`src/rtl/pc_fetch_sequencer.sv`:
```
// pc_fetch_sequencer
// Fetch-side sequencer feeding the special register file. Issues
// instruction-memory requests at pc_q, holds each fetched word for decode
// and, on retire, emits one-cycle PC (and optional LR) write strobes.
//
// state  | meaning
// -------+----------------------------------------------------------
// IDLE   | first cycle after reset release
// REQ    | request valid at pc_q, waiting for imem_req_ready_i
// WAIT   | request accepted, waiting for response (timeout counter)
// HOLD   | instruction held for decode until instr_ready_i (retire)
// HALTED | no fetches issued, pc_q frozen until halt_i drops

module pc_fetch_sequencer #(
  parameter logic [31:0] RESET_PC = 32'h0000_0000,
  parameter int unsigned PC_STEP  = 4,
  parameter int unsigned TIMEOUT  = 16
) (
  input  logic        clk_i,
  input  logic        rst_ni,

  output logic        imem_req_valid_o,
  input  logic        imem_req_ready_i,
  output logic [31:0] imem_addr_o,
  input  logic        imem_rsp_valid_i,
  input  logic [31:0] imem_rsp_data_i,

  output logic        instr_valid_o,
  input  logic        instr_ready_i,
  output logic [31:0] instr_o,
  output logic [31:0] instr_pc_o,

  input  logic        br_taken_i,
  input  logic [31:0] br_target_i,
  input  logic        br_link_i,
  input  logic        halt_i,

  output logic        wr_pc_o,
  output logic [31:0] wr_pc_data_o,
  output logic        wr_lr_o,
  output logic [31:0] wr_lr_data_o,

  output logic        halted_o,
  output logic        fetch_err_o,
  output logic        align_err_o
);

  localparam logic [31:0] STEP    = 32'(PC_STEP);
  localparam logic [7:0]  TO_LAST = 8'(TIMEOUT - 1);

  typedef enum logic [2:0] {
    S_IDLE,
    S_REQ,
    S_WAIT,
    S_HOLD,
    S_HALTED
  } state_e;

  state_e      state_q;
  logic [31:0] pc_q;
  logic [7:0]  cnt_q;
  logic        req_valid_q;
  logic        instr_valid_q;
  logic [31:0] instr_q;
  logic [31:0] instr_pc_q;
  logic        wr_pc_q;
  logic [31:0] wr_pc_data_q;
  logic        wr_lr_q;
  logic [31:0] wr_lr_data_q;
  logic        halted_q;
  logic        fetch_err_q;
  logic        align_err_q;

  logic [31:0] br_next_d;
  logic [31:0] seq_next_d;
  logic [31:0] next_pc_d;
  logic [31:0] lr_d;
  logic        misalign_d;

  // Next-PC and return-address candidates; only consumed on a retire.
  always_comb begin
    br_next_d  = {br_target_i[31:2], 2'b00};
    seq_next_d = pc_q + STEP;
    next_pc_d  = br_taken_i ? br_next_d : seq_next_d;
    lr_d       = instr_pc_q + STEP;
    misalign_d = br_taken_i && (br_target_i[1:0] != 2'b00);
  end

  // Sequencer FSM with all outputs registered.
  always_ff @(posedge clk_i or negedge rst_ni) begin
    if (!rst_ni) begin
      state_q       <= S_IDLE;
      pc_q          <= RESET_PC;
      cnt_q         <= 8'd0;
      req_valid_q   <= 1'b0;
      instr_valid_q <= 1'b0;
      instr_q       <= 32'd0;
      instr_pc_q    <= 32'd0;
      wr_pc_q       <= 1'b0;
      wr_pc_data_q  <= 32'd0;
      wr_lr_q       <= 1'b0;
      wr_lr_data_q  <= 32'd0;
      halted_q      <= 1'b0;
      fetch_err_q   <= 1'b0;
      align_err_q   <= 1'b0;
    end else begin
      // Write strobes are single-cycle pulses.
      wr_pc_q <= 1'b0;
      wr_lr_q <= 1'b0;

      case (state_q)
        S_IDLE: begin
          if (halt_i) begin
            halted_q <= 1'b1;
            state_q  <= S_HALTED;
          end else begin
            req_valid_q <= 1'b1;
            state_q     <= S_REQ;
          end
        end

        // halt_i is deliberately ignored here: an issued request must complete.
        S_REQ: begin
          if (imem_req_ready_i) begin
            req_valid_q <= 1'b0;
            cnt_q       <= 8'd0;
            state_q     <= S_WAIT;
          end
        end

        // A response on the timeout cycle takes priority over the re-issue.
        S_WAIT: begin
          if (imem_rsp_valid_i) begin
            instr_q       <= imem_rsp_data_i;
            instr_pc_q    <= pc_q;
            instr_valid_q <= 1'b1;
            state_q       <= S_HOLD;
          end else if (cnt_q == TO_LAST) begin
            fetch_err_q <= 1'b1;
            req_valid_q <= 1'b1;
            cnt_q       <= 8'd0;
            state_q     <= S_REQ;
          end else begin
            cnt_q <= cnt_q + 8'd1;
          end
        end

        S_HOLD: begin
          if (instr_ready_i) begin
            instr_valid_q <= 1'b0;
            pc_q          <= next_pc_d;
            wr_pc_q       <= 1'b1;
            wr_pc_data_q  <= next_pc_d;
            if (misalign_d) begin
              align_err_q <= 1'b1;
            end
            if (br_taken_i && br_link_i) begin
              wr_lr_q      <= 1'b1;
              wr_lr_data_q <= lr_d;
            end
            if (halt_i) begin
              halted_q <= 1'b1;
              state_q  <= S_HALTED;
            end else begin
              req_valid_q <= 1'b1;
              state_q     <= S_REQ;
            end
          end
        end

        S_HALTED: begin
          if (!halt_i) begin
            halted_q    <= 1'b0;
            req_valid_q <= 1'b1;
            state_q     <= S_REQ;
          end
        end

        default: begin
          state_q <= S_IDLE;
        end
      endcase
    end
  end

  // pc_q only changes on a retire, so it doubles as the stable request address.
  assign imem_req_valid_o = req_valid_q;
  assign imem_addr_o      = pc_q;
  assign instr_valid_o    = instr_valid_q;
  assign instr_o          = instr_q;
  assign instr_pc_o       = instr_pc_q;
  assign wr_pc_o          = wr_pc_q;
  assign wr_pc_data_o     = wr_pc_data_q;
  assign wr_lr_o          = wr_lr_q;
  assign wr_lr_data_o     = wr_lr_data_q;
  assign halted_o         = halted_q;
  assign fetch_err_o      = fetch_err_q;
  assign align_err_o      = align_err_q;

endmodule
```
`config.mk`:
```
export PLATFORM = sky130hd
export DESIGN_NAME = pc_fetch_sequencer
export DESIGN_NICKNAME = d
export VERILOG_FILES = /design/src/rtl/pc_fetch_sequencer.sv
export SDC_FILE = /design/constraint.sdc
export NUM_CORES = 1
export LEC_CHECK = 0
export ABC_AREA = 1
export CORE_MARGIN = 2
export CORE_UTILIZATION = 53
export CTS_BUF_LIST = sky130_fd_sc_hd__clkbuf_2 sky130_fd_sc_hd__clkbuf_4 sky130_fd_sc_hd__clkbuf_8
export DETAILED_ROUTE_END_ITERATION = 7
export PLACE_DENSITY = 0.92
export SYNTH_ARGS = -nofsm -noshare
export SYNTH_HDL_FRONTEND = slang
export SYNTH_SLANG_ARGS = --single-unit
```
`constraint.sdc`:
```
create_clock -name clk_i -period 3 [get_ports clk_i]
set_input_delay 0.3 -clock clk_i [delete_from_list [all_inputs] [get_ports clk_i]]
set_output_delay 0.3 -clock clk_i [all_outputs]
set_load 0.05 [all_outputs]
```
# Word-level counts from Yosys, hierarchy flattened
# Index checks and enable logic that the tools add are counted.
dict set report totals {
  reg_bits 146
  output_inout_bits 167
}
dict set report op_classes {
  addsub 3
  n_eq_ne 12
  muxes 30
  bitwise_logic 1
  n_reduce_logical 19
}
# cell n
set op_table {}
lappend op_table {{adder 32 x 3 -> 32 bit, second input constant} 2}
lappend op_table {{two-way mux 32 bit} 1}
lappend op_table {{two-way mux 8 bit} 3}
lappend op_table {{two-way mux 3 bit} 6}
lappend op_table {{AND reduction 3 bit} 6}
lappend op_table {{case mux 8 bit (2 select lines)} 1}
lappend op_table {{two-way mux 1 bit} 15}
lappend op_table {{case mux 3 bit (5 select lines)} 1}
lappend op_table {{inequality test 2 bit, second input constant} 6}
lappend op_table {{adder 8 x 1 -> 8 bit, second input constant} 1}
lappend op_table {{== test 8 x 4 -> 1 bit, second input constant} 1}
lappend op_table {{== test 3 x 2 -> 1 bit, second input constant} 2}
lappend op_table {{nonzero test 2 bit} 3}
lappend op_table {{AND reduction 5 bit} 1}
lappend op_table {{case mux 1 bit (4 select lines)} 1}
lappend op_table {{AND reduction 2 bit} 2}
lappend op_table {{AND reduction 4 bit} 1}
lappend op_table {{nonzero test 4 bit} 1}
lappend op_table {{== test 3 x 1 -> 1 bit, second input constant} 1}
lappend op_table {{== test 3 bit, second input constant} 1}
lappend op_table {{logical NOT 3 bit} 1}
lappend op_table {{inequality test 3 bit, second input constant} 1}
lappend op_table {{case mux 1 bit (3 select lines)} 1}
lappend op_table {{nonzero test 3 bit} 1}
lappend op_table {{4 further kinds} 5}

# Longest topological paths before layout
# Gate-level depths: netlist (run 1).
dict set report depth {
  depth_word 4
  depth_mapped 11
}

# Worst setup path after synthesis (run 1)
# No wires, ideal clock.
dict set report synth_timing {
  kind {register to register}
  start {reg wr_pc_data_o[3] (netlist name)}
  end {reg wr_pc_data_q[18], in the netlist wr_pc_data_o[18]}
  setup_time_ns 0.113
  t_arrival_ns 1.859
  path_slack_ns 1.029
  stages_incl_launch_ff 11
  n_path_buf 0
  synth_period_minus_slack_ns 1.971
  path_cell_list {dfrtp_1 -> ha_1 -> nand2_1 -> nor2_1 -> nand2_2 -> nor2_4 -> inv_1 -> o21ai_1 -> nand2_1 -> nand2_1 -> inv_1}
}
# item line_no
set synth_lines {}
lappend synth_lines {{end signal, assigned} 153} ;# wr_pc_data_q <= next_pc_d;
lappend synth_lines {{end, declared} 67} ;# logic [31:0] wr_pc_data_q;

==> results by stage, run 1 <==
Routing:
- The detailed router placed 7501 vias in this run.
- After detailed routing, the total wire length is 22100 microns.
- The first TritonRoute pass finished after 6 iterations.
- The average via count per standard cell is 5.37.
- Once detail routing completed, the nets flagged for antenna violations numbered 0.
- The DRC marker count from the first detailed-route iteration is 747.
- In the final routed layout, each cell accounts on average for 15.8 microns.
- The post-detailed-route DRC marker count is 0.

Clocking:
- The clock drives 140 sinks.
- The clock root buffer master is sky130_fd_sc_hd__clkbuf_8.
- The number of gates resized after cts is 0.
- The clock transition at the register clock pins on the worst setup and hold paths after CTS is 0.08 ns.
- The number of buffers between clock root and the deepest sink is 2.
- The H-tree generated during clock tree synthesis spans 4 levels.
- The TritonCTS clock tree is yes.
- The clock insertion delay at the later pin of the skew report is 0.46 ns.
- Counting the buffers created by CTS gives 17.

Timing:
- The final critical path time including I/O delays and setup is 2.17 ns.
- Measured against its own limit, the worst slew margin works out to 49.1%.
- The final count of pins violating max slew is 0.
- The count of final setup violators is 0.
- For the final routed database, the setup TNS stands at 0 ns.
- Timing would allow up to 462 MHz.
- The slew at the pin closest to its max-slew limit is 0.763 ns.
- Between clock sinks in the finished design, the worst skew comes to 0.0125 ns.
- The final hold violation count is 0.
- The final worst-path cycle share is 72.2%.
- Setup repair after global routing left no endpoint under its margin.

Setup path:
- The critical path in this run is classified as register to output pin.
- The worst setup path is launched from a register.
- The kind of cell with the highest combined delay on the critical path is buffers and inverters.
- Data on the critical path arrives at its endpoint at 1.87 ns.
- The signal on the critical path passes through clkdlybuf4s50_1.
- The total buffers and inverters traversed by the critical path is 1.
- The required time at the worst-slack endpoint is 2.70 ns.
- For this run, the slowest stage of the critical path takes 0.87 ns.
- The endpoint type of the worst setup path is an output pin.
- The cell with the largest stage delay on the worst path is sky130_fd_sc_hd__clkdlybuf4s50_1.
- Of all nets on the critical path, the largest fanout is 6.

Cells and area:
- The post-synthesis to final-layout area growth is 32.9%.
- The library cell used most frequently in the layout, excluding fill and tap cells, is sky130_fd_sc_hd__nand2_1.
- The top cell types in the final layout, fill and taps aside, are sky130_fd_sc_hd__nand2_1 (372), sky130_fd_sc_hd__clkdlybuf4s50_1 (229), sky130_fd_sc_hd__dfrtp_1 (140), sky130_fd_sc_hd__nor2_1 (100), sky130_fd_sc_hd__inv_1 (68).
- The final net count is 1275.
- Of the cells placed in the final design, the portion with a size suffix greater than 1 is 8.08%.
- The finished layout holds 1397 standard cells, fillers aside.
- The number of inserted diodes is 0.
- The post-layout utilization of the core is 71.9%.

Floorplanning:
- The vertical extent of the die is 126 microns.
- The die footprint is 15800 sq um.
- The die width is 126 microns.
- Once the floorplan was initialized, standard cells occupied 54.1% of the core.
- The core box area is 14500 sq um.
- 239 I/O pins were placed.
- The number of standard-cell rows in the floorplan is 44.

GRT:
- The number of global-route vias before repair is 7052.
- Global routing used 27.7% of the available tracks.
- The global-route congestion overflow total is 0.
- The global-route wire length before repair is 34900 microns.
- The maximum number of pins on one net before global-route repair is 64.
- The initial antenna violation count is 0.

Synthesis:
- Counting every instance in the synthesized netlist gives 999.
- The primary flip-flop cell chosen by synthesis mapping is sky130_fd_sc_hd__dfrtp_1.
- The top cell type by area accounts for 44.6% of the synthesized area.
- Averaged over all synthesized cells, the footprint is 7.86 sq um.
- After synthesis, the share of flip-flops with an asynchronous set or reset is 100%.
- The synthesized design contains 0 enable-type register cells.
- The Yosys step of the flow raised 0 warnings.
- The share of the yosys chip area belonging to registers is 44.6%.
- The largest area contributor in the netlist is sky130_fd_sc_hd__dfrtp_1.
- The post-synthesis register bit count is 140.
- After synthesis, the netlist uses 39 different library cells.
- By area the synthesized netlist is led by sky130_fd_sc_hd__dfrtp_1 (45%), sky130_fd_sc_hd__nand2_1 (18%), sky130_fd_sc_hd__mux2_4 (6.3%).
- The cell area after technology mapping is 7860 sq um.

Place:
- The number of I/O port buffers is 230.
- Including well taps, the total number of placed cells is 1364.
- Routability-driven placement finished with a final weighted congestion of 0.982.
- Detailed placement ended at an HPWL of 16700 microns.

Pwr:
- The leakage power of the design is 4.84 nW.
- The maximum ir drop on the vdd rail is 0.646 mV.
- For this design the ratio of total power to cell area is 1230 nW/um^2.

Flow run:
- Across the run, the number of max-cap violations was 0.

Worst hold path:
- The worst min-delay path category is primary input to asynchronous set/reset pin.

Run status:
- The run finished with clean final reports.
[registers in the layout, indices dropped and copies added, names as in the netlist]
name and cells:
state_q 3, wr_pc_o 1, wr_pc_data_o 30, fetch_err_o 1, halted_o 1, align_err_o 1
wr_lr_data_o 30, instr_valid_o 1, wr_lr_o 1, cnt_q 8, instr_o 32, imem_req_valid_o 1
instr_pc_o 30
[cells in the mapped netlist (3+ instances only)]
cell and count:
sky130_fd_sc_hd__nand2_1 372, sky130_fd_sc_hd__dfrtp_1 140, sky130_fd_sc_hd__nor2_1 100, sky130_fd_sc_hd__inv_1 68, sky130_fd_sc_hd__o21ai_0 54, sky130_fd_sc_hd__nand3_1 53
sky130_fd_sc_hd__buf_4 41, sky130_fd_sc_hd__mux2_4 33, sky130_fd_sc_hd__a21oi_1 17, sky130_fd_sc_hd__o21ai_1 15, sky130_fd_sc_hd__nand3b_1 13, sky130_fd_sc_hd__xnor2_1 13
sky130_fd_sc_hd__buf_2 11, sky130_fd_sc_hd__buf_6 6, sky130_fd_sc_hd__inv_2 6, sky130_fd_sc_hd__xor2_1 6, sky130_fd_sc_hd__nand4_1 5, sky130_fd_sc_hd__nor2_2 5
sky130_fd_sc_hd__clkbuf_1 4, sky130_fd_sc_hd__nand2_2 4, sky130_fd_sc_hd__nor2_4 4, sky130_fd_sc_hd__o211ai_1 4, sky130_fd_sc_hd__ha_1 3, sky130_fd_sc_hd__o21bai_1 3
[where the power goes]
group	total, W	internal [W]	switching, W
registers	0.00369	0.00267	0.00102
clock network	0.00153	0.000785	0.000742
logic	0.00767	0.00259	0.00508
[cell type report]
type / instances / area [sq um]
well taps: 184 / 230
multi-input cells: 729 / 3660
repair buffers: 237 / 2380
flip-flops and latches: 140 / 3500
clock buffers: 21 / 270
clock inverters: 11 / 118
fillers: 1137 / 4090
inverters: 75 / 282
[final timing paths]
check | start | to | slack [ns] | cells past startpoint
min in group clk_i | br_target_i[3] | wr_pc_data_o[3]$_DFFE_PN0P_ | 0.44 | 3
max in group asynchronous | rst_ni | wr_pc_data_o[5]$_DFFE_PN0P_ | 1.84 | 3
worst min register to register | fetch_err_o$_DFFE_PN0P_ | fetch_err_o$_DFFE_PN0P_ | 0.46 | 1
worst max-delay path | wr_pc_data_o[15]$_DFFE_PN0P_ | imem_addr_o[15] | 0.83 | 1
worst min-delay path | rst_ni | halted_o$_DFFE_PN0P_ | 0.36 | 2
worst max register to register | wr_pc_data_o[3]$_DFFE_PN0P_ | wr_pc_data_o[24]$_DFFE_PN0P_ | 0.94 | 10
[per-layer routing]
metal	part of all wire [%]	vias to the layer above	global-route usage (%)	routed length, microns
li1	-	3525	-	-
met1	42	3522	37.0	9230
met2	48	395	45.0	10600
met3	7.7	59	5.95	1710
met4	2.7	0	10.2	595
met5	0	-	0	0
[per-stage QoR]
stage | setup WS (ns) | hold WS, ns | instance area, sq um | power [W]
6_report | 0.834 | 0.357 | 10400 | 0.0129
2_1_floorplan | 1.03 | 0.00441 | 7880 | 0.00888
5_1_grt | 0.765 | 0.397 | 10400 | 0.0135
3_3_place_gp | 0.681 | 0.287 | 10000 | 0.0112
4_1_cts | 0.830 | 0.361 | 10400 | 0.0129
3_5_place_dp | 0.592 | 0.284 | 10000 | 0.0113
[logic make-up (layout without fill, tap and decap cells)]
logic type | Yosys count | count (layout) | synth area share (%)
compound gates | 101 | 101 | 7.04
xor+xnor | 19 | 19 | 2.12
simple gates | 564 | 564 | 30.0
other cells | 1 | 8 | 0.0477
fa+ha+maj | 3 | 3 | 0.478
mux | 34 | 34 | 6.45
flops | 140 | 140 | 44.6
buf+inv | 137 | 344 | 9.25
[timing repair]
action	in CTS	in global routing
hold buffers	1	0
setup buffers	0	0
endpoints found under the hold margin	55	0
endpoints found under the setup margin	0	0
Power figures use the tool's default switching activity.
==> inputs of run 2 (changes only) <==
- CORE_UTILIZATION: 53 -> 49
- PLACE_DENSITY: 0.92 -> 0.86
- clock period: 3 -> 2.2 ns (I/O delays scaled with it)
==> run 2 against run 1 <==
Clock power grew 38%. Clock skew shrank 0.00067 ns. Non-clock buffer count grew 4. Setup slack worse by 0.72 ns. Global-route usage shrank 1.9 points. Sequential share of layout area down 0.27 points. Design area up 0.83%. Register-to-register slack got worse by 0.65 ns. Die area is 7.9% higher. Cell count grew 2.6%. Power grew 36%. Hold slack lost 0.096 ns. Critical endpoint is now instr_pc_o[2]. Largest cell class unchanged.
==> results by stage, run 2 (same netlist as run 1, synthesis figures left out) <==
Timing:
- The final hold violation count came to 0.
- The achievable clock frequency is 480 MHz.
- For the final routed database, the setup TNS stands at 0 ns.
- In this run the tightest slew margin relative to its limit is 58.1%.
- Setup repair after global routing left no endpoint under its margin.
- For the pin with the worst max-slew slack, the measured transition is 0.627 ns.
- The final count of pins violating max slew is 0.
- The final worst-path cycle share is 94.6%.
- Subtracting the final worst setup slack from the clock period gives 2.08 ns.
- Setup violations remaining at the end of the flow were counted as 0.
- The worst clock skew on the final layout is 0.0119 ns.

Setup path:
- The category of the critical setup timing path is register to output pin.
- The cell with the largest stage delay on the worst path is sky130_fd_sc_hd__clkdlybuf4s50_1.
- The endpoint type of the worst setup path is an output pin.
- At the worst endpoint, the required time is 1.98 ns.
- In this design, the largest share of critical-path delay is due to buffers and inverters.
- The type of origin of the critical path is a register.
- The longest individual stage delay on the worst path is 0.90 ns.
- The worst endpoint data arrival time is 1.86 ns.
- The largest driver fanout on the critical path is 8.
- The critical path goes through clkdlybuf4s50_1.
- The total buffers and inverters traversed by the critical path is 1.

Cells and area:
- The register with the most flip-flops in the layout has 32 of them.
- The most common cell after layout, fill and taps aside is sky130_fd_sc_hd__nand2_1.
- The fill cell instance count of the final layout is 1314.
- The top cell types in the final layout, fill and taps aside, are sky130_fd_sc_hd__nand2_1 (372), sky130_fd_sc_hd__clkdlybuf4s50_1 (229), sky130_fd_sc_hd__dfrtp_1 (140), sky130_fd_sc_hd__nor2_1 (100), sky130_fd_sc_hd__inv_1 (68).
- The final design area excluding fillers is 10500 sq um.
- The final net count is 1279.
- 0 antenna diodes ended up in the layout.
- The post-synthesis to final-layout area growth is 34.0%.
- The fraction of layout cells with a size suffix above 1 is 8.38%.

Worst hold path:
- The path class of the tightest hold or removal check is primary input to asynchronous set/reset pin.

Routing:
- The wire length per cell is 15.2 microns.
- In the routed layout, each cell is associated on average with a via count of 5.09.
- The detailed router placed 7295 vias in this run.
- The detail route stage leaves a number of antenna-violating nets equal to 0.
- In this run, the number of DRC markers left after iteration 0 of detailed routing was 673.
- The routed design has 21800 microns of wire.
- The post-detailed-route DRC marker count is 0.
- The detailed-router iteration count before antenna repair is 6.

Place:
- Buffers placed on the I/O ports in this run total 230.
- After detailed placement, the total cell area comes to 10100 sq um.
- The placed wire-length estimate is 16500 microns.
- The final estimated routing congestion in global placement is 0.969.

Floorplanning:
- The vertical extent of the die is 131 microns.
- The die footprint is 17100 sq um.
- The core box area is 15800 sq um.
- The initial utilization of the core area, before any placement, comes to 49.8%.
- Row generation in the floorplan step produced 46 rows.
- The number of top-level design ports is 239.
- The die width is 131 microns.

GRT:
- The met2 demand-to-capacity share in global routing is 40.3%.
- The met1 layer usage reported by global route is 36.1%.
- The most heavily used metal layer in global routing is met2.
- The global-route wire length before repair is 34300 microns.
- The initial antenna violation count is 0.
- Across every metal layer, demand over resource in global routing totals 25.8%.
- The global-route congestion overflow total is 0.
- The routing usage on met3 is 5.29%.
- The maximum number of pins on one net before global-route repair is 58.
- The number of global-route vias before repair came to 6842.

Flow run:
- Across the run, the number of max-cap violations was 0.

Clocking:
- Buffers added to address setup during post-CTS repair amount to 0.
- The cell sitting at the root of the clock tree is a sky130_fd_sc_hd__clkbuf_8.
- The clock passes through at most 2 buffers.
- For the worst-skew pair, the clock arrives at the later sink with an insertion delay of 0.45 ns.
- The number of clock buffers added by TritonCTS is 17.
- CTS saw 140 sinks.
- The clock transition at the register clock pins on the worst setup and hold paths after CTS is 0.08 ns.
- TritonCTS built the clock tree.
- The H-tree generated during clock tree synthesis spans 4 levels.

Pwr:
- The total power draw is 0.0176 W.
- The leakage power of the design is 4.85 nW.
- The power density of the placed cells is 1670 nW/um^2.
- The maximum ir drop on the vdd rail is 0.979 mV.

Run status:
- The run finished with clean final reports.
run 2: cell count changes in the layout (fill, tap and decap cells not counted), sizes merged:
cell and change:
inv -1, buf +4, clkinvlp +3, clkbuf -2
run 2: path summary, 6_finish.rpt:
path                                             start                            to  slack, ns  cells after the start
min in group clk_i                     br_target_i[10]  wr_pc_data_o[10]$_DFFE_PN0P_       0.35                      3
hold reg to reg                fetch_err_o$_DFFE_PN0P_       fetch_err_o$_DFFE_PN0P_       0.47                      1
max in group asynchronous                       rst_ni   wr_lr_data_o[3]$_DFFE_PN0P_       1.22                      3
hold / removal                                  rst_ni          cnt_q[6]$_DFFE_PN0P_       0.26                      2
setup reg to reg           wr_pc_data_o[3]$_DFFE_PN0P_  wr_pc_data_o[18]$_DFFE_PN0P_       0.29                     10
setup / recovery             instr_pc_o[2]$_DFFE_PN0P_                 instr_pc_o[2]       0.12                      1
run 2: repair_timing:
action                                 in CTS  in global routing
gates resized for setup                     0                  0
endpoints found under the hold margin      43                  0
hold buffers                                1                  0
run 2: final cells by class:
type	instances	area, sq um	share of cell area (%)
clock buffer	19	262	2.48
tap	216	270	2.57
multi-input combinational	729	3660	34.7
clock inverter	13	143	1.35
inverter	75	282	2.67
sequential	140	3500	33.3
timing repair buffer	241	2410	22.9
run 2: metrics by stage:
step | std cells | hold WS, ns | utilization (%) | setup WS, ns
6_report | 1433 | 0.261 | 66.8 | 0.118
5_1_grt | 1433 | 0.291 | 66.8 | 0.00331
4_1_cts | 1433 | 0.265 | 66.8 | 0.0741
3_5_place_dp | 1400 | 0.189 | 64.1 | 0.310
3_3_place_gp | 1400 | 0.184 | 64.1 | 0.377
2_1_floorplan | 1006 | -0.0756 | - | 0.229
run 2: metal layers:
metal	vias to the layer above	share of wire, %
met5	-	0
met3	42	7.9
met1	3379	44
met2	337	46
li1	3537	-
met4	0	2.3
run 2: power by group:
part           switching, W  internal [W]
clock               0.00104       0.00107
sequential          0.00135       0.00364
combinational       0.00695       0.00354
total               0.00934       0.00825
==> inputs of run 3 (changes only) <==
- CAP_MARGIN: not set -> 40
- CORE_UTILIZATION: 49 -> 35
- PLACE_DENSITY: 0.86 -> not set
==> run 3 against run 2 <==
Combinational power barely moved. Largest cell class unchanged. Utilization is 18 points lower. Sequential cell count did not move. Critical path type unchanged.
==> results by stage, run 3 (same netlist as run 1, synthesis figures left out) <==
Routing:
- The count of nets left with antenna violations after detail routing is 0.
- The highest metal layer carrying signal wires in the routed design is met4.
- In the detailed route, the total length drawn on met2 is 10300 microns.
- The routed design has 23300 microns of wire.
- The detailed-router iteration count before antenna repair is 6.
- The total routed wire length on the met1 layer is 11200 microns.
- For this run, design rule violations remaining after detail routing come to 0.
- The length of routed met3 wiring is 1340 microns.
- Dividing the detail-routed via count by the number of cells gives 4.74.
- The total via count in the routed design is 7097.
- After detailed routing, the average wire length per cell comes to 15.5 microns.
- In this run, the number of DRC markers left after iteration 0 of detailed routing was 527.

Timing:
- The final count of pins violating max slew is 0.
- Across the routed clock network, the largest skew measured is 0.0116 ns.
- The setup total negative slack is 0 ns.
- The slew at the pin closest to its max-slew limit is 0.625 ns.
- In the finished design, the share of the clock period the worst path needs comes to 96.0%.
- The final critical path time including I/O delays and setup is 2.11 ns.
- Setup repair after global routing left no endpoint under its margin.
- The worst-case setup margin in the final layout is 0.0884 ns.
- Setup violations remaining at the end of the flow were counted as 0.
- The final hold violation count is 0.
- The achievable clock frequency is 474 MHz.
- The worst slew margin relative to its limit is 58.3%.

Setup path:
- In this design, the stage delay of the slowest critical-path cell is 0.88 ns.
- The cell with the largest stage delay on the worst path is sky130_fd_sc_hd__clkdlybuf4s50_1.
- The endpoint type of the worst setup path is an output pin.
- The largest driver fanout on the critical path is 6.
- The kind of cell with the highest combined delay on the critical path is buffers and inverters.
- At the worst endpoint, the arrival time is 1.89 ns.
- The category of the critical setup timing path is register to output pin.
- Together, buffers and inverters on the worst path number 1.
- Walking the worst path, the cells encountered are clkdlybuf4s50_1.
- The required time at the worst-slack endpoint is 1.98 ns.
- The worst setup path is launched from a register.

Run status:
- The flow ran to the end, and the final reports show no timing, DRC or antenna violations.

Clocking:
- The cell sitting at the root of the clock tree is a sky130_fd_sc_hd__clkbuf_8.
- Clock latency on the worst-skew pair, taken at its later pin, is 0.46 ns.
- The tree built by TritonCTS fans out to 140 sinks.
- The number of gates resized after cts is 0.
- The number of buffers between clock root and the deepest sink is 2.
- In this run, CTS created clock tree buffers numbering 17.
- Clock-pin slew was measured on the worst setup and hold paths at 0.09 ns.
- TritonCTS built the clock tree.
- The count of H-tree levels built during CTS is 4.

Place:
- In this run the cell area measured after placement is 10200 sq um.
- The final estimated routing congestion in global placement is 0.881.
- The placed wire-length estimate is 17800 microns.
- The worst setup slack after placement is 0.279 ns.
- The count of buffers added on input and output ports is 230.

GRT:
- The number of global-route vias before repair is 6720.
- The total track usage is 19.9%.
- The first global-routing pass estimated 36800 microns of wire.
- The global-route congestion overflow total is 0.
- The maximum number of pins on one net before global-route repair is 60.
- The initial antenna violation count was 0.

Cells and area:
- The number of inserted diodes is 0.
- The multi-input combinational cells in the finished layout cover a total of 3660 sq um.
- Summing all flip-flop and latch instances after layout gives 3500 sq um.
- For this run, the share of the core covered by cells in the final layout is 48.8%.
- From synthesis to final layout, the design area changed by 36.5%.
- The register with the most flip-flops in the layout has 32 of them.
- In the layout the commonest cells are sky130_fd_sc_hd__nand2_1 (372), sky130_fd_sc_hd__clkdlybuf4s50_1 (229), sky130_fd_sc_hd__dfrtp_1 (140), sky130_fd_sc_hd__nor2_1 (100), sky130_fd_sc_hd__inv_1 (68).
- Summing all non-filler instances in the final layout gives an area of 10700 sq um.
- The most common cell after layout, fill and taps aside is sky130_fd_sc_hd__nand2_1.
- The fill cell instance count of the final layout is 2176.
- The fraction of layout cells with a size suffix above 1 is 8.46%.
- In the final design database the tool counted 1280 nets.

Floorplanning:
- The total area inside the core boundary comes to 22000 sq um.
- The vertical extent of the die is 154 microns.
- The die width is 154 microns.
- The die footprint is 23700 sq um.
- The initial standard-cell utilization of the core is 35.8%.
- The number of standard-cell rows in the floorplan is 54.
- For this design the top-level I/O count stands at 239.

Pwr:
- In this run the power density over the cells is 1670 nW/um^2.
- The leakage power of the design is 4.91 nW.
- Across the VDD grid, the largest voltage drop is 0.830 mV.

Worst hold path:
- The tightest min-delay check is of the primary input to asynchronous set/reset pin type.

Flow run:
- Across the run, the number of max-cap violations was 0.
==> run 3: cell count changes in the layout (fill, tap and decap cells not counted) <==
cell	previous run	this run
sky130_fd_sc_hd__buf_4	8	6
sky130_fd_sc_hd__buf_12	2	5
sky130_fd_sc_hd__clkinv_2	2	1
sky130_fd_sc_hd__bufinv_16	2	5
sky130_fd_sc_hd__clkinvlp_4	5	2
sky130_fd_sc_hd__clkinv_4	3	4
==> run 3: path summary, 6_finish.rpt <==
kind / start / end / slack [ns] / depth (start not counted)
min reg2reg: fetch_err_o$_DFFE_PN0P_ / fetch_err_o$_DFFE_PN0P_ / 0.47 / 1
min in group clk_i: br_target_i[10] / wr_pc_data_o[10]$_DFFE_PN0P_ / 0.34 / 3
max: wr_pc_data_o[8]$_DFFE_PN0P_ / wr_pc_data_o[8] / 0.09 / 1
min: rst_ni / state_q[2]$_DFFE_PN0P_ / 0.29 / 2
max in group asynchronous: rst_ni / wr_lr_data_o[3]$_DFFE_PN0P_ / 1.15 / 3
max reg2reg: instr_pc_o[2]$_DFFE_PN0P_ / wr_lr_data_o[16]$_DFFE_PN0P_ / 0.28 / 7
==> run 3: area by class of cell <==
class,instances,area share (%)
clock buffers,19,2.44
clock inverters,13,1.99
inverters,75,2.62
multi-input cells,729,34.1
flip-flops and latches,140,32.7
well taps,280,3.27
repair buffers,242,22.9
==> run 3: where the power goes <==
| part | switching, W | internal [W] |
|---|---|---|
| sequential | 0.00137 | 0.00364 |
| combinational | 0.00691 | 0.00356 |
| clock | 0.00107 | 0.00142 |
==> run 3: worst reg2reg max path: stages, from the launching register on <==
cell,delay [ns]
sky130_fd_sc_hd__dfrtp_1,0.54
sky130_fd_sc_hd__ha_1,0.33
sky130_fd_sc_hd__nand3_1,0.21
sky130_fd_sc_hd__nor2_1,0.33
sky130_fd_sc_hd__nand3_1,0.15
sky130_fd_sc_hd__xnor2_1,0.15
sky130_fd_sc_hd__nand2_1,0.06
sky130_fd_sc_hd__nand2_1,0.04
==> run 3: routing by layer <==
metal | vias to the layer above | track usage, %
li1 | 3562 | -
met1 | 3256 | 28.8
met2 | 251 | 29.9
met3 | 28 | 3.55
met4 | 0 | 6.94
met5 | - | 0
==> run 3: stage by stage <==
stage	hold slack [ns]	total power, W	instances
after floorplan	-0.0756	0.0121	1006
after global placement	0.239	0.0155	1465
after detailed placement	0.241	0.0155	1465
after CTS	0.301	0.0181	1498
after global routing	0.332	0.0189	1498
final	0.289	0.0180	1498
==> run 3: repair_timing <==
action	in CTS	in global routing
buffers inserted	0	0
endpoints found under the setup margin	0	0
hold buffers	1	0
endpoints found under the hold margin	56	0
==> RTL edit, RTL diff (settings of run 3) <==
Change the parameter `TIMEOUT` from 16 to 15.
--- a/src/rtl/pc_fetch_sequencer.sv
+++ b/src/rtl/pc_fetch_sequencer.sv
@@ -15,5 +15,5 @@
   parameter logic [31:0] RESET_PC = 32'h0000_0000,
   parameter int unsigned PC_STEP  = 4,
-  parameter int unsigned TIMEOUT  = 16
+  parameter int unsigned TIMEOUT  = 15
 ) (
   input  logic        clk_i,
Check against the original RTL: same outputs for any inputs over 4 cycles, from zero or initial values and one cycle with rst_ni low; that may be too few to reach the edited logic, so the function may still have changed.
==> RTL edit against run 3 <==
- design area is 2.5% lower
- power is 0.37% lower
- maximum frequency hardly changed
- routed wire length hardly changed
- area after synthesis is 2.7% lower
- core utilization is 0.48 points lower
- register-to-register slack worse by 0.13 ns
- critical path depth stayed put
- setup slack worse by 0.00072 ns
- sequential cell count stayed put
- critical path type unchanged
- largest cell class is now registers
==> RTL edit: results (changes against run 3) <==
[status]
status = finished, final reports clean

[global_route]
grt_util_met1_pct = 28.14  ; -0.67 points
use_met2_pct = 32.14  ; +2.2 points
grt-ovfl-total = 0  ; unchanged
use_met3_pct = 5.988  ; +2.4 points
grt_antenna_before_repair = 0  ; unchanged
grt_pass1_vias = 7097  ; +5.6%
grt-busiest-layer = met2
grt_use_total_pct = 20.85  ; +0.97 points
grt_pass1_wl_um = 37280  ; +1.3%
grt_max_degree = 94  ; +57%

[routing]
first_pass_iters = 5  ; -1
met2WireLength_um = 10350  ; +0.55%
drc = 0  ; unchanged
top_layer = met4
viasPerCell = 4.719  ; -0.39%
met1Wirelength_um = 10380  ; -7.2%
drtIter0Drc = 432  ; -18%
wl_met3_um = 1993  ; +49%
wl_per_cell_um = 14.88  ; -4.2%

[timing]
tightest_slew_ns = 0.5369  ; -0.08774 ns
skew_ns = 0.01340  ; +0.001784 ns

[cells_and_area]
final_nets = 1347  ; +5.2%
insertedDiodeCount = 0  ; unchanged
drive_gt1_share_pct = 4.829  ; -3.6 points
largest_reg_flops = 32  ; unchanged

[setup_path]
r2r-start = instr_pc_o[2]
r2r_cells = 7  ; unchanged
endpoint = instr_pc_o[2]
cpLargestDelayFamily = buffers and inverters
max_stage_delay_ns = 0.88  ; about the same
worstPathArrival_ns = 1.89  ; about the same
rr_endpoint = wr_lr_data_o[16]
rrSetupSlack_ns = 0.15  ; -0.13 ns
slowest_stage = clkdlybuf4s50_1
cp_max_fo = 8  ; +2

[place]
dp_hpwl_um = 17900  ; +0.73%
gp_congestion = 0.9552  ; +8.4%
io_buffers = 230  ; unchanged
dpl-instance-area_um2 = 10030  ; -2.1%

[logic_synthesis]
synth-edff-count = 0  ; unchanged
ys_seq_elements = 140  ; unchanged
synth_common_cells = nand2_1, dfrtp_1, nor2_1
synthArstFlopShare_pct = 100.0  ; unchanged
synth_cell_types = 35  ; -10%
synth_area_leaders = dfrtp_1, nand2_1, nor2_1, o21ai_0, buf_4
ys_seq_area_share_pct = 45.84  ; +1.2 points
yosys_warnings = 0  ; unchanged

[power_and_ir_drop]
peakVddDrop_mv = 0.8630  ; +4.0%
p_leak_uw = 0.004815  ; -1.9%

[clocking]
clockBufferDepth = 2  ; unchanged
post_cts_buffers = 0  ; unchanged
cts_hold_buf = 1  ; unchanged
cts_buffers = 17  ; unchanged
cts-root-buf = clkbuf_8
clk_pin_slew_ns = 0.09  ; about the same
htree_levels = 4  ; unchanged

[worst_hold_path]
hold_class = in2async

## RTL edit: cell types whose count changed in the layout (fill, tap and decap cells not counted), moves of 3 or more
cell / change
a21oi_1: -3
o21ai_1: -5
o21ai_0: +5
bufinv_16: -3
nand3_1: -5
mux2_4: -33
nand4_1: +4
nand2_1: +95
nor2_1: +15
## RTL edit: layout make-up
class	count	area, um^2	area share (%)
sequential	140	3503	33.50
inverter	76	286.5	2.740
clock buffer	19	261.5	2.500
timing repair buffer	241	2426	23.20
multi-input combinational	795	3475	33.22
clock inverter	13	156.4	1.495
tap	280	350.3	3.350
## RTL edit: through the flow
stage | setup slack [ns] | total power, uW | util, % | std cells | hold WS, ns
2_1_floorplan | 0.2258 | 12190 | - | 1074 | -0.07559
3_3_place_gp | 0.2527 | 15720 | 46.39 | 1531 | 0.1995
3_5_place_dp | 0.2405 | 15770 | 46.39 | 1531 | 0.2035
4_1_cts | 0.05240 | 18040 | 48.37 | 1564 | 0.2610
5_1_grt | 0.04020 | 19030 | 48.37 | 1564 | 0.2684
6_report | 0.08768 | 17890 | 48.37 | 1564 | 0.2891
## RTL edit: where the power goes
| group | total, uW | leakage (uW) | internal [uW] | switching, uW |
|---|---|---|---|---|
| logic | 10600 | 0.00285 | 3340 | 7240 |
| clock network | 2200 | 0.000199 | 1100 | 1100 |
| registers | 5120 | 0.00177 | 3680 | 1440 |
| total | 17900 | 0.00481 | 8110 | 9780 |
## RTL edit: kinds of logic after synthesis
group                      count (synthesis)  share of synthesized area [%]
buffers and inverters                    139                          9.037
other                                      1                        0.04907
DFF                                      140                          45.84
adders and majority gates                  4                         0.6549
AOI/OAI and AO/OA                         98                          6.876
and+or+nand+nor                          667                          35.48
xor gates and xnor gates                  18                          2.063
